[config.mk]
export PLATFORM = sky130hd
export DESIGN_NAME = pipeline_hazard_ctrl_flat
export DESIGN_NICKNAME = d
export VERILOG_FILES = /design/src/rtl/pipeline_hazard_ctrl_if.sv /design/src/rtl/pipeline_hazard_ctrl.sv /design/src/flat_wrapper.sv
export SDC_FILE = /design/constraint.sdc
export NUM_CORES = 1
export LEC_CHECK = 0
export ABC_CLOCK_PERIOD_IN_PS = 2000
export BUFFER_PORTS_ARGS = -buffer_cell sky130_fd_sc_hd__clkbuf_2
export CAP_MARGIN = 20
export CELL_PAD_IN_SITES_DETAIL_PLACEMENT = 0
export CELL_PAD_IN_SITES_GLOBAL_PLACEMENT = 2
export CORE_MARGIN = 2
export CORE_UTILIZATION = 29
export CTS_CLUSTER_SIZE = 10
export DETAILED_ROUTE_END_ITERATION = 6
export GPL_TIMING_DRIVEN = 0
export HOLD_SLACK_MARGIN = 0.03
export PLACE_DENSITY_LB_ADDON = 0.1
export SYNTH_ARGS = -nofsm -noshare
export SYNTH_HDL_FRONTEND = slang
export SYNTH_SLANG_ARGS = --single-unit
[constraint.sdc]
create_clock -name clk -period 2 [get_ports clk]
set_input_delay 0.1 -clock clk [delete_from_list [all_inputs] [get_ports clk]]
set_output_delay 0.1 -clock clk [all_outputs]
set_load 0.005 [all_outputs]
[src/rtl/pipeline_hazard_ctrl_if.sv]
// Bundle between the pipeline datapath (master) and the hazard/stall controller (slave).
// The perf counter outputs exist only when PERF_CNT_EN is defined.
interface pipeline_hazard_ctrl_if #(
  parameter int ID_W  = 7,
  parameter int REG_W = 4
);
  logic             if_valid;
  logic [REG_W-1:0] id_rs1;
  logic [REG_W-1:0] id_rs2;
  logic             id_use_rs1;
  logic             id_use_rs2;
  logic             id_br_taken;
  logic             ex_is_load;
  logic [REG_W-1:0] ex_rd;

  logic             pc_en;
  logic             ifid_en;
  logic             ifid_flush;
  logic             idex_flush;
  logic             stall;
  logic             flush;
  logic [4:0]       stage_valid;
  logic [ID_W-1:0]  if_tag;
  logic [ID_W-1:0]  id_tag;
  logic [ID_W-1:0]  ex_tag;
  logic [ID_W-1:0]  mem_tag;
  logic [ID_W-1:0]  wb_tag;
  logic             wb_retire;
  logic             stall_err;
`ifdef PERF_CNT_EN
  logic [31:0]      perf_cyc;
  logic [31:0]      perf_ret;
  logic [31:0]      perf_stl;
  logic [31:0]      perf_fls;
`endif

  modport master (
    output if_valid, id_rs1, id_rs2, id_use_rs1, id_use_rs2, id_br_taken, ex_is_load, ex_rd,
    input  pc_en, ifid_en, ifid_flush, idex_flush, stall, flush, stage_valid,
           if_tag, id_tag, ex_tag, mem_tag, wb_tag, wb_retire, stall_err
`ifdef PERF_CNT_EN
    , input perf_cyc, perf_ret, perf_stl, perf_fls
`endif
  );

  modport slave (
    input  if_valid, id_rs1, id_rs2, id_use_rs1, id_use_rs2, id_br_taken, ex_is_load, ex_rd,
    output pc_en, ifid_en, ifid_flush, idex_flush, stall, flush, stage_valid,
           if_tag, id_tag, ex_tag, mem_tag, wb_tag, wb_retire, stall_err
`ifdef PERF_CNT_EN
    , output perf_cyc, perf_ret, perf_stl, perf_fls
`endif
  );
endinterface

[src/rtl/pipeline_hazard_ctrl.sv]
// Stall/flush controller for a 5-stage pipeline with per-stage sequence tags down to WB.
// Optional PERF_CNT_EN adds saturating cycle/retire/stall/flush counters.
module pipeline_hazard_ctrl #(
  parameter int ID_W  = 7,
  parameter int REG_W = 4,
  parameter int WDOG  = 16
) (
  input  logic clk,
  input  logic rst,
  pipeline_hazard_ctrl_if.slave bus
);
  localparam int CNT_W = $clog2(WDOG + 1);

  logic             v_id_reg, v_ex_reg, v_mem_reg, v_wb_reg;
  logic [ID_W-1:0]  id_tag_reg, ex_tag_reg, mem_tag_reg, wb_tag_reg;
  logic [ID_W-1:0]  seq_cnt_reg;
  logic [CNT_W-1:0] stall_cnt_reg;
  logic             stall_err_reg;

  logic rs1_hit, rs2_hit, hazard, br_flush, fetch_take, wdog_hit;

  always_comb begin
    rs1_hit    = bus.id_use_rs1 && (bus.id_rs1 == bus.ex_rd);
    rs2_hit    = bus.id_use_rs2 && (bus.id_rs2 == bus.ex_rd);
    hazard     = v_id_reg && v_ex_reg && bus.ex_is_load && (bus.ex_rd != '0) && (rs1_hit || rs2_hit);
    // A branch waiting on a load operand is held; it flushes on the first free cycle.
    br_flush   = v_id_reg && bus.id_br_taken && !hazard;
    fetch_take = bus.if_valid && !br_flush;
    wdog_hit   = hazard && (stall_cnt_reg == CNT_W'(WDOG - 1));
  end

  assign bus.stall       = hazard;
  assign bus.flush       = br_flush;
  assign bus.pc_en       = !hazard;
  assign bus.ifid_en     = !hazard;
  assign bus.idex_flush  = hazard;
  assign bus.ifid_flush  = br_flush;
  assign bus.stage_valid = {v_wb_reg, v_mem_reg, v_ex_reg, v_id_reg, bus.if_valid};
  assign bus.if_tag      = seq_cnt_reg;
  assign bus.id_tag      = id_tag_reg;
  assign bus.ex_tag      = ex_tag_reg;
  assign bus.mem_tag     = mem_tag_reg;
  assign bus.wb_tag      = wb_tag_reg;
  assign bus.wb_retire   = v_wb_reg;
  assign bus.stall_err   = stall_err_reg | wdog_hit;

  always_ff @(posedge clk) begin
    if (rst) begin
      v_id_reg      <= 1'b0;
      v_ex_reg      <= 1'b0;
      v_mem_reg     <= 1'b0;
      v_wb_reg      <= 1'b0;
      id_tag_reg    <= '0;
      ex_tag_reg    <= '0;
      mem_tag_reg   <= '0;
      wb_tag_reg    <= '0;
      seq_cnt_reg   <= '0;
      stall_cnt_reg <= '0;
      stall_err_reg <= 1'b0;
    end else begin
      v_wb_reg    <= v_mem_reg;
      wb_tag_reg  <= mem_tag_reg;
      v_mem_reg   <= v_ex_reg;
      mem_tag_reg <= ex_tag_reg;
      if (hazard) begin
        v_ex_reg <= 1'b0;
        if (stall_cnt_reg != CNT_W'(WDOG - 1))
          stall_cnt_reg <= stall_cnt_reg + CNT_W'(1);
      end else begin
        v_ex_reg      <= v_id_reg;
        ex_tag_reg    <= id_tag_reg;
        v_id_reg      <= fetch_take;
        id_tag_reg    <= seq_cnt_reg;
        stall_cnt_reg <= '0;
        // Squashed fetches do not consume a sequence ID.
        if (fetch_take)
          seq_cnt_reg <= seq_cnt_reg + ID_W'(1);
      end
      if (wdog_hit)
        stall_err_reg <= 1'b1;
    end
  end

`ifdef PERF_CNT_EN
  logic [31:0] perf_cyc_reg, perf_ret_reg, perf_stl_reg, perf_fls_reg;

  function automatic logic [31:0] sat_inc(input logic [31:0] val, input logic en);
    return (en && (val != 32'hFFFF_FFFF)) ? val + 32'd1 : val;
  endfunction

  always_ff @(posedge clk) begin
    if (rst) begin
      perf_cyc_reg <= '0;
      perf_ret_reg <= '0;
      perf_stl_reg <= '0;
      perf_fls_reg <= '0;
    end else begin
      perf_cyc_reg <= sat_inc(perf_cyc_reg, 1'b1);
      perf_ret_reg <= sat_inc(perf_ret_reg, v_wb_reg);
      perf_stl_reg <= sat_inc(perf_stl_reg, hazard);
      perf_fls_reg <= sat_inc(perf_fls_reg, br_flush);
    end
  end

  assign bus.perf_cyc = perf_cyc_reg;
  assign bus.perf_ret = perf_ret_reg;
  assign bus.perf_stl = perf_stl_reg;
  assign bus.perf_fls = perf_fls_reg;
`endif
endmodule
[src/flat_wrapper.sv]
// flat-port wrapper written by rule: the top's interface ports become plain ports
module pipeline_hazard_ctrl_flat 
#(
  parameter int ID_W  = 7,
  parameter int REG_W = 4,
  parameter int WDOG  = 16
)
  (clk, rst, bus_if_valid, bus_id_rs1, bus_id_rs2, bus_id_use_rs1, bus_id_use_rs2, bus_id_br_taken, bus_ex_is_load, bus_ex_rd, bus_pc_en, bus_ifid_en, bus_ifid_flush, bus_idex_flush, bus_stall, bus_flush, bus_stage_valid, bus_if_tag, bus_id_tag, bus_ex_tag, bus_mem_tag, bus_wb_tag, bus_wb_retire, bus_stall_err);
  pipeline_hazard_ctrl_if #(.ID_W(ID_W), .REG_W(REG_W)) bus_i ();
  input  logic clk;
  input  logic rst;
  input wire logic [$bits(bus_i.if_valid)-1:0] bus_if_valid;
  input wire logic [$bits(bus_i.id_rs1)-1:0] bus_id_rs1;
  input wire logic [$bits(bus_i.id_rs2)-1:0] bus_id_rs2;
  input wire logic [$bits(bus_i.id_use_rs1)-1:0] bus_id_use_rs1;
  input wire logic [$bits(bus_i.id_use_rs2)-1:0] bus_id_use_rs2;
  input wire logic [$bits(bus_i.id_br_taken)-1:0] bus_id_br_taken;
  input wire logic [$bits(bus_i.ex_is_load)-1:0] bus_ex_is_load;
  input wire logic [$bits(bus_i.ex_rd)-1:0] bus_ex_rd;
  output wire logic [$bits(bus_i.pc_en)-1:0] bus_pc_en;
  output wire logic [$bits(bus_i.ifid_en)-1:0] bus_ifid_en;
  output wire logic [$bits(bus_i.ifid_flush)-1:0] bus_ifid_flush;
  output wire logic [$bits(bus_i.idex_flush)-1:0] bus_idex_flush;
  output wire logic [$bits(bus_i.stall)-1:0] bus_stall;
  output wire logic [$bits(bus_i.flush)-1:0] bus_flush;
  output wire logic [$bits(bus_i.stage_valid)-1:0] bus_stage_valid;
  output wire logic [$bits(bus_i.if_tag)-1:0] bus_if_tag;
  output wire logic [$bits(bus_i.id_tag)-1:0] bus_id_tag;
  output wire logic [$bits(bus_i.ex_tag)-1:0] bus_ex_tag;
  output wire logic [$bits(bus_i.mem_tag)-1:0] bus_mem_tag;
  output wire logic [$bits(bus_i.wb_tag)-1:0] bus_wb_tag;
  output wire logic [$bits(bus_i.wb_retire)-1:0] bus_wb_retire;
  output wire logic [$bits(bus_i.stall_err)-1:0] bus_stall_err;
  assign bus_i.if_valid = bus_if_valid;
  assign bus_i.id_rs1 = bus_id_rs1;
  assign bus_i.id_rs2 = bus_id_rs2;
  assign bus_i.id_use_rs1 = bus_id_use_rs1;
  assign bus_i.id_use_rs2 = bus_id_use_rs2;
  assign bus_i.id_br_taken = bus_id_br_taken;
  assign bus_i.ex_is_load = bus_ex_is_load;
  assign bus_i.ex_rd = bus_ex_rd;
  assign bus_pc_en = bus_i.pc_en;
  assign bus_ifid_en = bus_i.ifid_en;
  assign bus_ifid_flush = bus_i.ifid_flush;
  assign bus_idex_flush = bus_i.idex_flush;
  assign bus_stall = bus_i.stall;
  assign bus_flush = bus_i.flush;
  assign bus_stage_valid = bus_i.stage_valid;
  assign bus_if_tag = bus_i.if_tag;
  assign bus_id_tag = bus_i.id_tag;
  assign bus_ex_tag = bus_i.ex_tag;
  assign bus_mem_tag = bus_i.mem_tag;
  assign bus_wb_tag = bus_i.wb_tag;
  assign bus_wb_retire = bus_i.wb_retire;
  assign bus_stall_err = bus_i.stall_err;
  pipeline_hazard_ctrl #(.ID_W(ID_W), .REG_W(REG_W), .WDOG(WDOG)) u_core (.clk(clk), .rst(rst), .bus(bus_i));
endmodule
### After elaboration in Yosys (flattened, before gate mapping)

Index checks and enable logic that the tools add are counted.

| word-level totals | value |
|---|---|
| input port bits | 19 |
| register bits | 45 |
| output and inout port bits | 48 |
| logic and storage cells | 36 |

| operators by class | value |
|---|---|
| bitwise operators | 2 |
| equal/unequal tests | 4 |
| reduce and logical (&&, ||, !) cells | 17 |
| add/subtract/negate cells | 2 |

Operators by type and width:

| cell | number |
|---|---|
| $logic_and 1x1->1 | 10 |
| $eq 4x4->1 | 2 |
| $add 7x1->7 const B | 1 |
| $add 5x1->5 const B | 1 |
| $eq 5x4->1 const B | 1 |
| $ne 5x4->1 const B | 1 |
| $reduce_bool 4->1 | 1 |
| $reduce_or 2->1 | 2 |
| $logic_not 1->1 | 2 |
| $reduce_and 2->1 | 1 |
| $logic_or 1x1->1 | 1 |
| $not 1->1 | 1 |
| $or 1x1->1 | 1 |

### Longest topological paths before layout

Gate-level depths: netlist (run 1).

| logic depth | value |
|---|---|
| word-level depth | 9 |
| depth in mapped cells | 7 |
| depth with buffers taken out | 6 |

### Worst setup path before layout (run 1)

No wires, ideal clock.

| timing | value |
|---|---|
| path type | register to register |
| start | register u_core.stall_cnt_reg[0] |
| end | register u_core.stall_cnt_reg[3] |
| setup slack | 467 ps |
| data arrival time | 1400 ps |
| period minus slack after synthesis | 1533 ps |
| data required time | 1868 ps |
| stages on the path, launching flop included | 8 |
| buffers on the path | 1 |
| cells stage by stage | dfxtp_1 -> ha_1 -> and3_1 -> ha_1 -> clkbuf_1 -> nand4b_1 -> xor2_1 -> nor3_2 |

| on the way | value |
|---|---|
| longest elaborated chain between the ends | 1 |

RTL lines:

| element | RTL line | text |
|---|---|---|
| from (decl) | pipeline_hazard_ctrl.sv:17 | `logic [CNT_W-1:0] stall_cnt_reg;` |
| from (signal assigned) | pipeline_hazard_ctrl.sv:68 | `stall_cnt_reg <= stall_cnt_reg + CNT_W'(1);` |
| $add 5x1->5 / $ne 5x4->1 (equally long branches) | pipeline_hazard_ctrl.sv:68, pipeline_hazard_ctrl.sv:67 |  |

Parallel ways exist; a longest one is shown, timed or not.
A chain may end at the register's enable or synchronous reset.

### Worst setup path after layout (run 1)

| timing | value |
|---|---|
| start | register u_core.v_id_reg |
| end | output bus_stall_err |

| on the way | value |
|---|---|
| longest elaborated chain between the ends | 6 |

RTL lines:

| element | RTL line | text |
|---|---|---|
| from (decl) | pipeline_hazard_ctrl.sv:14 | `logic v_id_reg, v_ex_reg, v_mem_reg, v_wb_reg;` |
| from (signal assigned) | pipeline_hazard_ctrl.sv:72 | `v_id_reg <= fetch_take;` |
| $logic_and 1x1->1 (4 in a row) | pipeline_hazard_ctrl.sv:25 | `hazard = v_id_reg && v_ex_reg && bus.ex_is_load && (bus.ex_rd != '0) && (rs1_hit \|\| rs2_hit);` |
| $logic_and 1x1->1 | pipeline_hazard_ctrl.sv:29 | `wdog_hit = hazard && (stall_cnt_reg == CNT_W'(WDOG - 1));` |
| $or 1x1->1 | pipeline_hazard_ctrl.sv:45 | `assign bus.stall_err = stall_err_reg \| wdog_hit;` |
| to (decl) | flat_wrapper.sv:33 | `output wire logic [$bits(bus_i.stall_err)-1:0] bus_stall_err;` |

Every way passes these cells.

==> reports/results.ini, run 1 <==
[sta]
max_freq_ghz=0.5493
hold_viol=0
max_slew_margin_pct=58.88
period_share_pct=91.02
setup_ws_ns=0.1797
tns_ns=0
slew_violations=0
setup_violations=0
skew_ns=0.006881
rsz0062_at_grt=no
period_needed_ns=1.820
worstMarginPinSlew_ns=0.6168

[synth]
syn_nets=224
synthesis.area_um2=1954
synth_edf_count=0
synth_top_cells_by_area=dfxtp_1 (46%), nor2b_1 (7.0%), nor3_2 (5.6%)
syn_area_per_cell_um2=9.675
yosysTopAreaCellShare_pct=46.09
synthArstFlopShare_pct=0
synth_seq_cells=45
synth_top_cell_by_area=dfxtp_1
syn_inst=202
synth_cell_types=34
yosysSeqAreaShare_pct=46.09
synth_common_cells=dfxtp_1 (45), nor2b_1 (22), a21oi_1 (18)
yosysWarnings=0
yosys_most_used_dff=dfxtp_1
synth.most_common_cell=dfxtp_1

[power_and_ir_drop]
p_total_mw=1.731
switching_share_pct=22.79
vdd_drop_max_v=0.0002469
p_switching_uw=394.7
seqPwrFrac_pct=53.1
power_frac_comb_pct=6.7
clkPwrFrac_pct=40.2
p_leak_nw=1.112
p_int_mw=1.337
power.density_nw_per_um2=690.8

[floorplanning]
core-area_um2=6422
die_h_um=86.09
io_pins=67
dieArea_um2=7411
rows=29
start_util_pct=30.43
chipWidth_um=86.09

[placed_design]
routabilityCongestion=0.7629
io_buffer_count=66
placed_cells=345
place_hpwl_mm=3.533
place_ws_ns=0.1587
dpl_cell_area_um2=2381

[final_layout]
diodes=0
multi_input_area_um2=912.1
fin_cells=354
fillers=654
layout.nets=298
drive_above_1_share_pct=40.79
seq_area_um2=900.9
area_growth_pct=28.23
fin_area_um2=2506

[worst_setup_path]
crit_required_ns=1.90
cp_max_fo=10
path_cells=nand3_1 > nor2_2 > and4_4 > buf_6 > o21ai_1 > nand2_1 > clkbuf_2
r2r_start=u_core.v_id_reg$_SDFFE_PP0P_
critPathSlowestCell=dfxtp_1
slowest_delay_ns=0.40
cp_top_family=simple AND/OR/NAND/NOR gates
arrival_ns=1.72
cp-start-kind=flop
crit_path_end_kind=primary output
startpoint=u_core.v_id_reg$_SDFFE_PP0P_
path_class=flop to primary output
crit_buf_inv=2

[clock_network]
cts-root-buf=clkbuf_8
clkSlewWorstSetupHoldPaths_ns=0.08
cts_max_level=2
hold_buffers=0
clockBufferDepth=2
clk_latency_ns=0.30
clock-sinks=45
cts_made_buffers=5
cts_tree=built

[global_route]
antenna_found_initial=0
grtUsageTotal_pct=13.33
grt_max_degree=15
grt_pass1_wl_mm=7.624
overflow=0
grt_pass1_vias=1483

[flow_run]
drv_cap=0

[routing]
drtAntennaViolNets=0
routedWlPerCell_um=13.31
drtIter0Drc=36
routed_wl_mm=4.712
vias=1654
vias_per_cell=4.672
first_pass_iters=4
drc=0

[hold_path]
hp-class=input port to flop
worstHoldStart=bus_if_valid

[outcome]
outcome=completed

## metal layers
layer | vias up | GRT usage, % | part of all wire, %
li1 | 840 | - | -
met1 | 763 | 18.28 | 48
met2 | 44 | 20.44 | 46
met3 | 7 | 3.369 | 4.8
met4 | 0 | 4.329 | 1.1
met5 | - | 0 | 0
## final timing paths
kind / end / slack [ns] / cells after the start
worst max register to register: u_core.bus.if_tag[5]$_SDFFE_PP0P_ / 0.37 / 5
worst max-delay path: bus_stall_err / 0.18 / 7
worst min-delay path: u_core.v_id_reg$_SDFFE_PP0P_ / 0.16 / 3
worst min register to register: u_core.stall_err_reg$_SDFFE_PP0P_ / 0.45 / 2
## through the flow
step,hold WS [ns],util (%)
after global placement,0.4407,37.07
final,0.1573,39.02
after global routing,0.1959,39.02
after detailed placement,0.4450,37.07
after CTS,0.1543,39.04
after floorplan,0.2808,-
## power groups by stage
stage	clock network (mW)	registers (mW)	logic, mW
after CTS	0.718	0.919	0.119
after global placement	0	0.940	0.118
after floorplan	0	0.937	0.0634
final	0.696	0.919	0.117
after detailed placement	0	0.940	0.118
after global routing	0.755	0.922	0.132
## tightest hold or removal path: cells and delay by family
family | cells | cell delay, ns
AO/OA/AOI/OAI | 1 | 0.08
buffers and inverters | 1 | 0.10
AND/OR/NAND/NOR | 1 | 0.13
## final cells by class
class                           count  area share (%)
Buffer                             19           4.993
Clock buffer                        6           2.896
Clock inverter                      2           1.548
Inverter                            4          0.5991
Multi-Input combinational cell    133           36.40
Sequential cell                    45           35.95
Tap cell                           77           3.844
Timing Repair Buffer               68           13.78
## cell usage in the layout, fill, tap and decap left out, types with 2 or more instances in the layout
cell type  Yosys  layout
ha_1           3       3
xnor2_1        3       3
nand2_1        5       5
nand4_1        3       3
mux2_4         4       4
nand3_1       16      16
nor2_1         9       8
a21oi_1       18      18
inv_1          3       3
o21ai_0        5       5
nor3_2        11      11
clkbuf_8       0       5
clkbuf_1       5       5
o21ai_1       10      10
buf_6          2       2
and4_4         2       2
dfxtp_1       45      45
nor2b_1       22      22
buf_2          4       4
nor4_2         2       2
clkbuf_2       0      66
buf_4          9      11
xor2_1         8       8
## timing repair
item,4_1_cts,5_1_grt
setup endpoints to repair,4,2
setup buffers,2,0
resized for setup,0,1
pin swaps,2,0
gates cloned,0,0
## kinds of logic after synthesis
family | synth area share (%)
buffers and inverters | 7.362
flip-flops | 46.09
XOR/XNOR | 4.930
multiplexers | 4.161
AND/OR/NAND/NOR | 25.42
AO/OA/AOI/OAI | 10.12
adder cells (fa/ha/maj) | 1.921
Note: power is estimated with default switching activity, not from simulation.
==> run 2, diff against run 1 <==
ABC_AREA = 1   (was default)
CORE_UTILIZATION = 27   (was 29)
==> run 2 against run 1 <==
  * Die area increased by 2.8%
  * Total power rose by 9.7%
  * Wire length decreased by 9.5%
  * Combinational power is 22% higher
  * Global-route usage decreased by 1.4 points
  * Register-to-register slack gained 0.13 ns
  * Sequential power rose by 0.4%
  * Via count shrank 4.9%
  * Maximum frequency increased by 10%
==> reports/results.ini, run 2 <==
[routing]
vias=1573  ; -4.9%
drtAntennaViolNets=0  ; unchanged
drc=0  ; unchanged
vias_per_cell=4.065  ; -13%
routedWlPerCell_um=11.02  ; -17%
routed_wl_mm=4.264  ; -9.5%
drtIter0Drc=34  ; -5.6%
first_pass_iters=4  ; unchanged

[sta]
rsz0062_at_grt=no
tns_ns=0  ; unchanged
setup_violations=0  ; unchanged
skew_ns=0.006073  ; -0.0008084 ns
max_slew_margin_pct=60.87  ; +2.0 points
hold_slack_ns=0.1845  ; +0.02716 ns
period_needed_ns=1.653  ; -0.1678 ns
max_freq_ghz=0.6051  ; +10%
slew_violations=0  ; unchanged
period_share_pct=82.63  ; -8.4 points
hold_viol=0  ; unchanged
worstMarginPinSlew_ns=0.5869  ; -0.02989 ns

[final_layout]
seq_area_um2=900.9  ; unchanged
multi_input_area_um2=690.7  ; -24%
diodes=0  ; unchanged
mostFrequentLayoutCell=clkbuf_2
fillers=758  ; +16%
drive_above_1_share_pct=34.53  ; -6.3 points
fin_util_pct=36.28  ; -2.7 points
area_growth_pct=30.86
layout.nets=328  ; +10%
layout_common_cells=clkbuf_2 (66), dfxtp_1 (45), inv_1 (40)

[hold_path]
hp-class=input port to flop
worstHoldStart=bus_if_valid
hold_path_depth=3  ; unchanged
holdPathEnd=u_core.bus.if_tag[5]$_SDFFE_PP0P_

[power_and_ir_drop]
p_leak_nw=1.191  ; +7.1%
p_switching_uw=422.1  ; +7.0%
power.density_nw_per_um2=775.0  ; +12%
p_total_mw=1.900  ; +9.7%
p_int_mw=1.477  ; +11%
seqPwrFrac_pct=48.6  ; -4.5 points
switching_share_pct=22.22  ; -0.57 points
clkPwrFrac_pct=43.8  ; +3.6 points
power_frac_comb_pct=7.6  ; +0.9 points
vdd_drop_max_v=0.0003330  ; +35%

[synth]
yosys_most_used_dff=dfxtp_1
synthArstFlopShare_pct=0  ; unchanged
synth_top_cells_by_area=dfxtp_1 (48%), inv_1 (8.0%), nor2_1 (7.0%)
synth_cell_types=26  ; -24%
yosysWarnings=0  ; unchanged
yosysTopAreaCellShare_pct=48.10  ; +2.0 points
synthesis.area_um2=1873  ; -4.2%
synth_edf_count=0  ; unchanged
syn_area_per_cell_um2=8.073  ; -17%
syn_inst=232  ; +15%
synth_seq_cells=45  ; unchanged
synth_top_cell_by_area=dfxtp_1
yosysSeqAreaShare_pct=48.10  ; +2.0 points
synth.most_common_cell=dfxtp_1
syn_nets=254  ; +13%
synth_common_cells=dfxtp_1 (45), inv_1 (40), nor2_1 (35)

[global_route]
overflow=0  ; unchanged
antenna_found_initial=0  ; unchanged
met3_usage_pct=3.318  ; -0.051 points
grt_pass1_wl_mm=6.927  ; -9.1%
grtUsageMet1_pct=15.12  ; -3.2 points
busiest_layer=met2
grt_max_degree=16  ; +1
grt_pass1_vias=1471  ; -0.81%
use_met2_pct=19.35  ; -1.1 points
grtUsageTotal_pct=11.92  ; -1.4 points

[outcome]
outcome=completed

[worst_setup_path]
crit_required_ns=1.90  ; about the same
path_class=flop to primary output
cp_max_fo=5  ; -5
r2r_cells=7  ; +2
startpoint=u_core.v_id_reg$_SDFFE_PP0P_
cp-start-kind=flop
r2r_end=u_core.stall_cnt_reg[3]$_SDFFE_PP0N_
arrival_ns=1.55  ; -0.17 ns
r2r_start=u_core.stall_cnt_reg[0]$_SDFFE_PP0N_
r2r_slack_ns=0.50  ; +0.13 ns
crit_path_end_kind=primary output

[flow_run]
drv_cap=0  ; unchanged

[placed_design]
routabilityCongestion=0.7344  ; -3.7%
place_hpwl_mm=3.238  ; -8.4%
io_buffer_count=66  ; unchanged

[clock_network]
clock-sinks=45  ; unchanged
clkSlewWorstSetupHoldPaths_ns=0.09  ; about the same
cts_setup_buffers=0  ; -2
cts_tree=built
clk_latency_ns=0.30  ; about the same
cts-root-buf=clkbuf_8
clockBufferDepth=2  ; unchanged
cts_resized=0  ; unchanged
hold_buffers=1  ; +1
cts_made_buffers=5  ; unchanged
cts_max_level=2  ; unchanged

[floorplanning]
chipWidth_um=87.29  ; +1.4%
die_h_um=87.29  ; +1.4%
io_pins=67  ; unchanged
dieArea_um2=7620  ; +2.8%
rows=30  ; +3.4%
core-area_um2=6756  ; +5.2%
start_util_pct=27.72  ; -2.7 points

==> run 2: cell count changes after synthesis, sizes merged, moves of 3 or more <==
cell,previous run,this run
nand2,6,41
a21oi,18,7
mux2,5,0
inv,4,44
o21ai,15,2
nor3,11,1
nor2b,22,0
nand3,16,7
o22ai,0,12
and4,3,0
nor2,9,37
clkbuf,5,1
==> run 2: cell type report <==
class | count | share of cell area [%]
plain buffers | 14 | 4.594
clock buffers | 5 | 2.808
clock inverters | 3 | 2.808
inverters | 45 | 6.891
multi-input cells | 128 | 28.18
flip-flops and latches | 45 | 36.75
well taps | 80 | 4.084
repair buffers | 67 | 13.88
==> run 2: how the worst max path moves through the flow <==
stage / slack, ns / endpoint
6_report: 0.35 / bus_ifid_flush
5_1_grt: 0.17 / bus_stall_err
4_1_cts: 0.31 / bus_ifid_flush
3_5_place_dp: 0.51 / u_core.stall_cnt_reg[3]$_SDFFE_PP0N_
3_3_place_gp: 0.49 / u_core.stall_cnt_reg[3]$_SDFFE_PP0N_
2_1_floorplan: 0.61 / u_core.stall_cnt_reg[3]$_SDFFE_PP0N_
==> run 2: routing by layer <==
layer  routed length [µm]  share of wire (%)
met3                  281                6.6
met5                    0                  0
met4                   49                1.1
met2                 1925                 45
met1                 2007                 47
==> run 2: cells by family (layout without fill, tap and decap cells) <==
family	after synthesis	after routing	share of synthesized area [%]
and+or+nand+nor	93	93	21.98
buffers and inverters	59	134	15.03
DFF	45	45	48.10
AOI/OAI and AO/OA	22	22	8.216
xor gates and xnor gates	10	10	4.676
adders and majority gates	3	3	2.004
==> run 2: power groups by stage <==
stage | Combinational [mW] | Clock [mW] | Sequential [mW]
finish | 0.143 | 0.833 | 0.923
global route | 0.164 | 0.893 | 0.926
detailed placement | 0.145 | 0 | 0.945
floorplan | 0.0814 | 0 | 0.944
CTS | 0.147 | 0.859 | 0.924
global placement | 0.146 | 0 | 0.945
==> run 2: through the flow <==
step	instances	cell area (µm²)	setup WS (ns)
floorplan	232	1873	0.6105
global placement	378	2303	0.4889
detailed placement	378	2303	0.5108
CTS	387	2451	0.3100
global route	387	2451	0.1731
finish	387	2451	0.3474
==> run 2: worst max-delay path, cell delays in order, from the launching register on <==
cell and delay, ns:
dfxtp_1 0.40, nand3_1 0.09, a31oi_1 0.22, nand2_2 0.11, inv_2 0.13, nor2_1 0.07, buf_4 0.14, clkbuf_2 0.10
